## config.mk

```make
export PLATFORM = sky130hd
export DESIGN_NAME = sample_serializer
export DESIGN_NICKNAME = d
export VERILOG_FILES = /design/src/rtl/sample_serializer_pkg.sv /design/src/rtl/sample_fifo.sv /design/src/rtl/sample_serializer.sv
export SDC_FILE = /design/constraint.sdc
export NUM_CORES = 1
export LEC_CHECK = 0
export CELL_PAD_IN_SITES_DETAIL_PLACEMENT = 1
export CELL_PAD_IN_SITES_GLOBAL_PLACEMENT = 1
export CORE_ASPECT_RATIO = 0.7
export CORE_UTILIZATION = 40
export CTS_CLUSTER_DIAMETER = 200
export DETAILED_ROUTE_END_ITERATION = 10
export HOLD_SLACK_MARGIN = 0.06
export PLACE_DENSITY_LB_ADDON = 0.25
export SLEW_MARGIN = 20
export SYNTH_ARGS = -nofsm -noshare
export SYNTH_HDL_FRONTEND = slang
export SYNTH_SLANG_ARGS = --single-unit
```

## constraint.sdc

```tcl
create_clock -name clk -period 3.6 [get_ports clk]
set_input_delay 0.54 -clock clk [delete_from_list [all_inputs] [get_ports clk]]
set_output_delay 0.54 -clock clk [all_outputs]
set_load 0.005 [all_outputs]
```

## src/rtl/sample_serializer_pkg.sv

```systemverilog
// Shared definitions for the sample serializer: frame field widths, sync marker, FSM states.
// SAMPLE_SERIALIZER_CHECKSUM_EN adds the checksum byte states.
package sample_serializer_pkg;

    localparam int unsigned CH_W     = 4;
    localparam int unsigned SAMPLE_W = 10;
    localparam int unsigned ENTRY_W  = CH_W + SAMPLE_W;
    localparam int unsigned SYNC_BIT = 7;
    localparam logic [7:0]  DROP_CNT_MAX = 8'd255;

    typedef enum logic [2:0] {
        StIdle   = 3'd0,
        StSendHi = 3'd1,
        StGapHi  = 3'd2,
        StSendLo = 3'd3,
        StGapLo  = 3'd4
`ifdef SAMPLE_SERIALIZER_CHECKSUM_EN
        ,
        StSendCk = 3'd5,
        StGapCk  = 3'd6
`endif
    } state_e;

    // First byte of a frame carries the sync marker, channel and top sample bits.
    function automatic logic [7:0] frame_hi(input logic [ENTRY_W-1:0] entry);
        logic [7:0] b;
        b = {1'b0, entry[ENTRY_W-1:SAMPLE_W], entry[SAMPLE_W-1:7]};
        b[SYNC_BIT] = 1'b1;
        return b;
    endfunction

    function automatic logic [7:0] frame_lo(input logic [ENTRY_W-1:0] entry);
        return {1'b0, entry[6:0]};
    endfunction

endpackage

```

## src/rtl/sample_fifo.sv

```systemverilog
// Synchronous FIFO with occupancy count; pushes while full and pops while empty are ignored.
module sample_fifo #(
    parameter int unsigned DEPTH = 16,
    parameter int unsigned WIDTH = 14,
    localparam int unsigned AW    = $clog2(DEPTH),
    localparam int unsigned LVL_W = AW + 1
) (
    input  logic             clk,
    input  logic             rst,
    input  logic             push,
    input  logic             pop,
    input  logic [WIDTH-1:0] wdata,
    output logic [WIDTH-1:0] rdata,
    output logic             full,
    output logic             empty,
    output logic [LVL_W-1:0] level
);

    logic [WIDTH-1:0] mem_q [DEPTH];
    logic [AW-1:0]    wr_ptr_q, rd_ptr_q;
    logic [LVL_W-1:0] level_q, level_d;
    logic             do_push, do_pop;

    assign full    = (level_q == LVL_W'(DEPTH));
    assign empty   = (level_q == '0);
    assign do_push = push & ~full;
    assign do_pop  = pop & ~empty;
    assign rdata   = mem_q[rd_ptr_q];
    assign level   = level_q;

    always_comb begin
        level_d = level_q;
        case ({do_push, do_pop})
            2'b10:   level_d = level_q + 1'b1;
            2'b01:   level_d = level_q - 1'b1;
            default: level_d = level_q;
        endcase
    end

    always_ff @(posedge clk or posedge rst) begin
        if (rst) begin
            wr_ptr_q <= '0;
            rd_ptr_q <= '0;
            level_q  <= '0;
        end else begin
            if (do_push) wr_ptr_q <= wr_ptr_q + 1'b1;
            if (do_pop)  rd_ptr_q <= rd_ptr_q + 1'b1;
            level_q <= level_d;
        end
    end

    // Storage needs no reset; occupancy alone defines what is valid.
    always_ff @(posedge clk) begin
        if (do_push) mem_q[wr_ptr_q] <= wdata;
    end

endmodule

```

## src/rtl/sample_serializer.sv

```systemverilog
// Filters ADC samples by channel, buffers them and streams 2-byte frames to the UART.
// Define SAMPLE_SERIALIZER_CHECKSUM_EN for a third (checksum) byte per frame.
module sample_serializer
    import sample_serializer_pkg::*;
#(
    parameter int unsigned FIFO_DEPTH   = 16,
    parameter logic [15:0] CHANNEL_MASK = 16'h0001,
    localparam int unsigned LVL_W       = $clog2(FIFO_DEPTH) + 1
) (
    input  logic               clk,
    input  logic               rst,
    input  logic               new_sample,
    input  logic [9:0]         sample,
    input  logic [3:0]         sample_channel,
    output logic [7:0]         tx_data,
    output logic               new_tx_data,
    input  logic               tx_block,
    output logic               overflow,
    output logic [7:0]         drop_count,
    output logic [LVL_W-1:0]   fifo_level
);

    logic               accept, push, pop, drop;
    logic               full, empty;
    logic [ENTRY_W-1:0] fifo_rdata;

    state_e             state_q, state_d;
    logic [ENTRY_W-1:0] entry_q, entry_d;
    logic [7:0]         tx_data_q, tx_data_d;
    logic               new_tx_data_q, new_tx_data_d;
    logic               overflow_q;
    logic [7:0]         drop_q;
    logic [7:0]         hi_byte, lo_byte;

    assign accept = new_sample & CHANNEL_MASK[sample_channel];
    // A full FIFO drops the push even if the FSM pops in the same cycle.
    assign push   = accept & ~full;
    assign drop   = accept & full;

    sample_fifo #(
        .DEPTH (FIFO_DEPTH),
        .WIDTH (ENTRY_W)
    ) u_fifo (
        .clk   (clk),
        .rst   (rst),
        .push  (push),
        .pop   (pop),
        .wdata ({sample_channel, sample}),
        .rdata (fifo_rdata),
        .full  (full),
        .empty (empty),
        .level (fifo_level)
    );

    always_ff @(posedge clk or posedge rst) begin
        if (rst) begin
            overflow_q <= 1'b0;
            drop_q     <= '0;
        end else if (drop) begin
            overflow_q <= 1'b1;
            if (drop_q != DROP_CNT_MAX) drop_q <= drop_q + 8'd1;
        end
    end

    assign hi_byte = frame_hi(entry_q);
    assign lo_byte = frame_lo(entry_q);

    always_comb begin
        state_d       = state_q;
        entry_d       = entry_q;
        tx_data_d     = tx_data_q;
        new_tx_data_d = 1'b0;
        pop           = 1'b0;
        case (state_q)
            StIdle: begin
                if (!empty) begin
                    pop     = 1'b1;
                    entry_d = fifo_rdata;
                    state_d = StSendHi;
                end
            end
            StSendHi: begin
                if (!tx_block) begin
                    tx_data_d     = hi_byte;
                    new_tx_data_d = 1'b1;
                    state_d       = StGapHi;
                end
            end
            StGapHi: state_d = StSendLo;
            StSendLo: begin
                if (!tx_block) begin
                    tx_data_d     = lo_byte;
                    new_tx_data_d = 1'b1;
                    state_d       = StGapLo;
                end
            end
`ifdef SAMPLE_SERIALIZER_CHECKSUM_EN
            StGapLo: state_d = StSendCk;
            StSendCk: begin
                if (!tx_block) begin
                    tx_data_d     = {1'b0, hi_byte[6:0] ^ lo_byte[6:0]};
                    new_tx_data_d = 1'b1;
                    state_d       = StGapCk;
                end
            end
            StGapCk: state_d = StIdle;
`else
            StGapLo: state_d = StIdle;
`endif
            default: state_d = StIdle;
        endcase
    end

    always_ff @(posedge clk or posedge rst) begin
        if (rst) begin
            state_q       <= StIdle;
            entry_q       <= '0;
            tx_data_q     <= '0;
            new_tx_data_q <= 1'b0;
        end else begin
            state_q       <= state_d;
            entry_q       <= entry_d;
            tx_data_q     <= tx_data_d;
            new_tx_data_q <= new_tx_data_d;
        end
    end

    assign tx_data     = tx_data_q;
    assign new_tx_data = new_tx_data_q;
    assign overflow    = overflow_q;
    assign drop_count  = drop_q;

endmodule

```

==> impl_metrics.csv <==
group,metric,value,unit
sta,fin_hold_ws,0.485,ns
die,num_io_pins,41,
logic_synthesis,synth_top_flop_cell,"edfxtp_1",
drt,num_vias,5572,
logic_synthesis,syn-cell-area,10800,sq um
grt,antenna_found_initial,0,
placed_design,gp_congestion,0.776,
drt,post_drt_wl_per_cell,24.2,um
layout,final_cell_mix,"edfxtp_1, mux4_2, dfrtp_1",
power,peakVddDrop,0.000408,V
sta,period_needed,3.29,ns
drt,routed.top_layer,"met4",
layout,fin_nets,685,
layout,diodes,0,
layout,final_util,0.481,
worst_hold_path,hold_path_class,"register to register",
logic_synthesis,synth.avg_cell_area,18.9,sq um
grt,grt_pass1_wl,38500,um
logic_synthesis,yosys_warnings,0,
drt,m1WireLength,11500,um
setup_path,worstSetupStartpointType,"primary input",
logic_synthesis,synthArstFlopShare,0.176,
drt,wirelength,25200,um
layout,multi_input_area,2690,sq um
die,dieArea,27800,sq um
setup_path,r2r-end,"u_fifo.level[4]$_DFFE_PP0P_",
sta,final.period_utilization,0.914,
cts,post_cts_buffers,0,
cts,clock_path_buffers,3,
placed_design,dp.cells,991,
layout,final_area,12800,sq um
grt,grt_usage,0.190,
cts,cts_tree,"yes",
setup_path,r2r_start,"u_fifo.level[1]$_DFFE_PP0P_",
drt,wl_met2,12100,um
cts,cts-resized-gates,0,
cts,postCtsHoldBufs,0,
drt,ant_nets,0,
setup_path,rrSetupSlack,0.66,ns
sta,setup_viol,0,
setup_path,cp_cell_sequence,"clkdlybuf4s50_1 > nor4_1 > o211a_1 > inv_1 > ha_1 > xor2_1 > ha_1 > o211a_1 > o31ai_1 > a31oi_1 > xnor2_1",
job,cap_violations,0,
die,rows,50,
run_status,status,"finished, final reports clean",
die,chipHeight,140,um
drt,drt_iter0_drc,341,
placed_design,placed_cell_area,11900,sq um
sta,fmax,304,MHz
layout,final_cells,1043,
setup_path,cp_slowest_cell,"nor4_1",
grt,grt_overflow_total,0,
cts,clkLatencyLatePin,0.54,ns
sta,max_slew.worst_pin.slew,0.947,ns
setup_path,r2r_cells,10,
sta,finalHoldViolCount,0,
logic_synthesis,synth.ff_latch_count,272,
logic_synthesis,synthCells,573,
layout,drive_above_1_share,0.221,
drt,drc,0,
logic_synthesis,ys_seq_area_frac,0.731,
cts,root_buffer,"clkbuf_16",
die,core,26700,sq um
layout,ff_latch_area,7940,sq um
placed_design,dpl.hpwl,16000,um
sta,fin_tns_setup,0,ns
setup_path,crit_path_end,"u_fifo.level[4]$_DFFE_PP0P_",
setup_path,critPathArrivalTime,3.71,ns
grt,grt_max_degree,59,
power,power_density,729,nW/um^2
layout,fillers,2487,
die,fp.dieW,199,um
setup_path,endpoint_kind,"register",
setup_path,criticalPathCategory,"primary input to register",
sta,rsz0062_at_grt,"false",
drt,dr.pass1.iters,4,
logic_synthesis,yosysUniqueCellTypes,39,
placed_design,pre_cts_slack,-0.259,ns
power,fin_total_pwr,9.34,mW
setup_path,cp_max_fo,17,
die,start_util,0.407,
power,p_leak,4.50,nW
worst_hold_path,hold_path.startpoint,"overflow$_DFFE_PP0P_",
cts,cts_made_buffers,28,
logic_synthesis,synth_fp_nets,601,
cts,htree_levels,1,
drt,vias_per_cell,5.34,
layout,area_growth,18.2,%
placed_design,io_buffer_count,40,
sta,slew_headroom,0.368,
logic_synthesis,synth_edf_count,224,
sta,fin_ws,0.309,ns
setup_path,max_stage_delay,0.75,ns
cts,cts_num_sinks,272,
sta,fin_skew,0.00687,ns
setup_path,worstSetupStartpoint,"sample_channel[0]",
sta,finalMaxSlewViolations,0,
drt,route.met3.wl,1260,um
layout,layout_commonest_cell,"edfxtp_1",
grt,grt_pass1_vias,5941,
setup_path,worst_ep_required_time,4.02,ns
cts,cts.clk_slew.worst_paths,0.06,ns
## state kept, by name (all words and copies together), names as in the netlist
name / cells
drop_count: 8
entry_q: 14
new_tx_data: 1
overflow: 1
state_q: 3
tx_data: 8
u_fifo.level: 5
u_fifo.mem_q: 224
u_fifo.rd_ptr_q: 4
u_fifo.wr_ptr_q: 4
## critical path, delay by kind of cell
kind,cells,cell delay [ns]
buffers and inverters,2,0.74
AOI/OAI and AO/OA,4,0.81
adders and majority gates,2,0.52
xor gates and xnor gates,2,0.34
and+or+nand+nor,1,0.75
## layout make-up
class	count	share of cell area
Clock buffer	37	0.0597
Clock inverter	15	0.0132
Inverter	13	0.00381
Multi-Input combinational cell	258	0.210
Sequential cell	272	0.619
Tap cell	364	0.0355
Timing Repair Buffer	84	0.0589
## power breakdown
part | switching [mW] | total (mW) | leakage, nW | internal, mW
Sequential | 0.469 | 4.11 | 2.61 | 3.64
Combinational | 1.04 | 2.30 | 1.43 | 1.26
Clock | 1.16 | 2.93 | 0.461 | 1.77
## Yosys cell counts, types with 2 or more instances
cell | number | area share
edfxtp_1 | 224 | 0.62
mux4_2 | 56 | 0.12
dfrtp_1 | 48 | 0.11
a21oi_1 | 17 | 0.0078
nand2_1 | 17 | 0.0059
nor2b_1 | 16 | 0.0092
a211o_1 | 14 | 0.011
a22o_1 | 14 | 0.011
mux2i_1 | 14 | 0.013
inv_1 | 13 | 0.0045
and2_1 | 12 | 0.0069
o21ai_0 | 12 | 0.0055
buf_2 | 11 | 0.0051
clkbuf_1 | 11 | 0.0038
ha_1 | 10 | 0.012
nor2_1 | 10 | 0.0035
xor2_1 | 10 | 0.0081
xnor2_1 | 9 | 0.0073
buf_6 | 7 | 0.0073
o22ai_1 | 7 | 0.0040
nand3_1 | 5 | 0.0023
nor3_1 | 5 | 0.0023
nand4_1 | 4 | 0.0023
nor4_1 | 4 | 0.0023
nand2b_1 | 3 | 0.0017
nor3b_1 | 3 | 0.0021
and3b_1 | 2 | 0.0016
mux2_2 | 2 | 0.0021
nor4b_1 | 2 | 0.0016
o211a_1 | 2 | 0.0018
## worst min-delay path by stage
stage / slack (ns) / end / cells past startpoint
final: 0.48 / overflow$_DFFE_PP0P_ / 1
after global routing: 0.49 / overflow$_DFFE_PP0P_ / 1
after CTS: 0.48 / overflow$_DFFE_PP0P_ / 1
after detailed placement: 0.46 / overflow$_DFFE_PP0P_ / 1
after global placement: 0.45 / overflow$_DFFE_PP0P_ / 1
after floorplan: 0.46 / overflow$_DFFE_PP0P_ / 1
## logic make-up (layout without fill, tap and decap cells)
logic type | count (synthesis) | after routing | synth area share
multiplexers | 72 | 72 | 0.131
buffers and inverters | 43 | 149 | 0.0210
AND/OR/NAND/NOR | 86 | 86 | 0.0445
adder cells (fa/ha/maj) | 10 | 10 | 0.0115
flip-flops | 272 | 272 | 0.731
AO/OA/AOI/OAI | 71 | 71 | 0.0451
XOR/XNOR | 19 | 19 | 0.0153
## metal layers
layer | vias up | global-route usage
li1 | 2461 | -
met1 | 2951 | 0.275
met2 | 128 | 0.304
met3 | 32 | 0.0315
met4 | 0 | 0.0385
met5 | - | 0
Power figures use the tool's default switching activity.
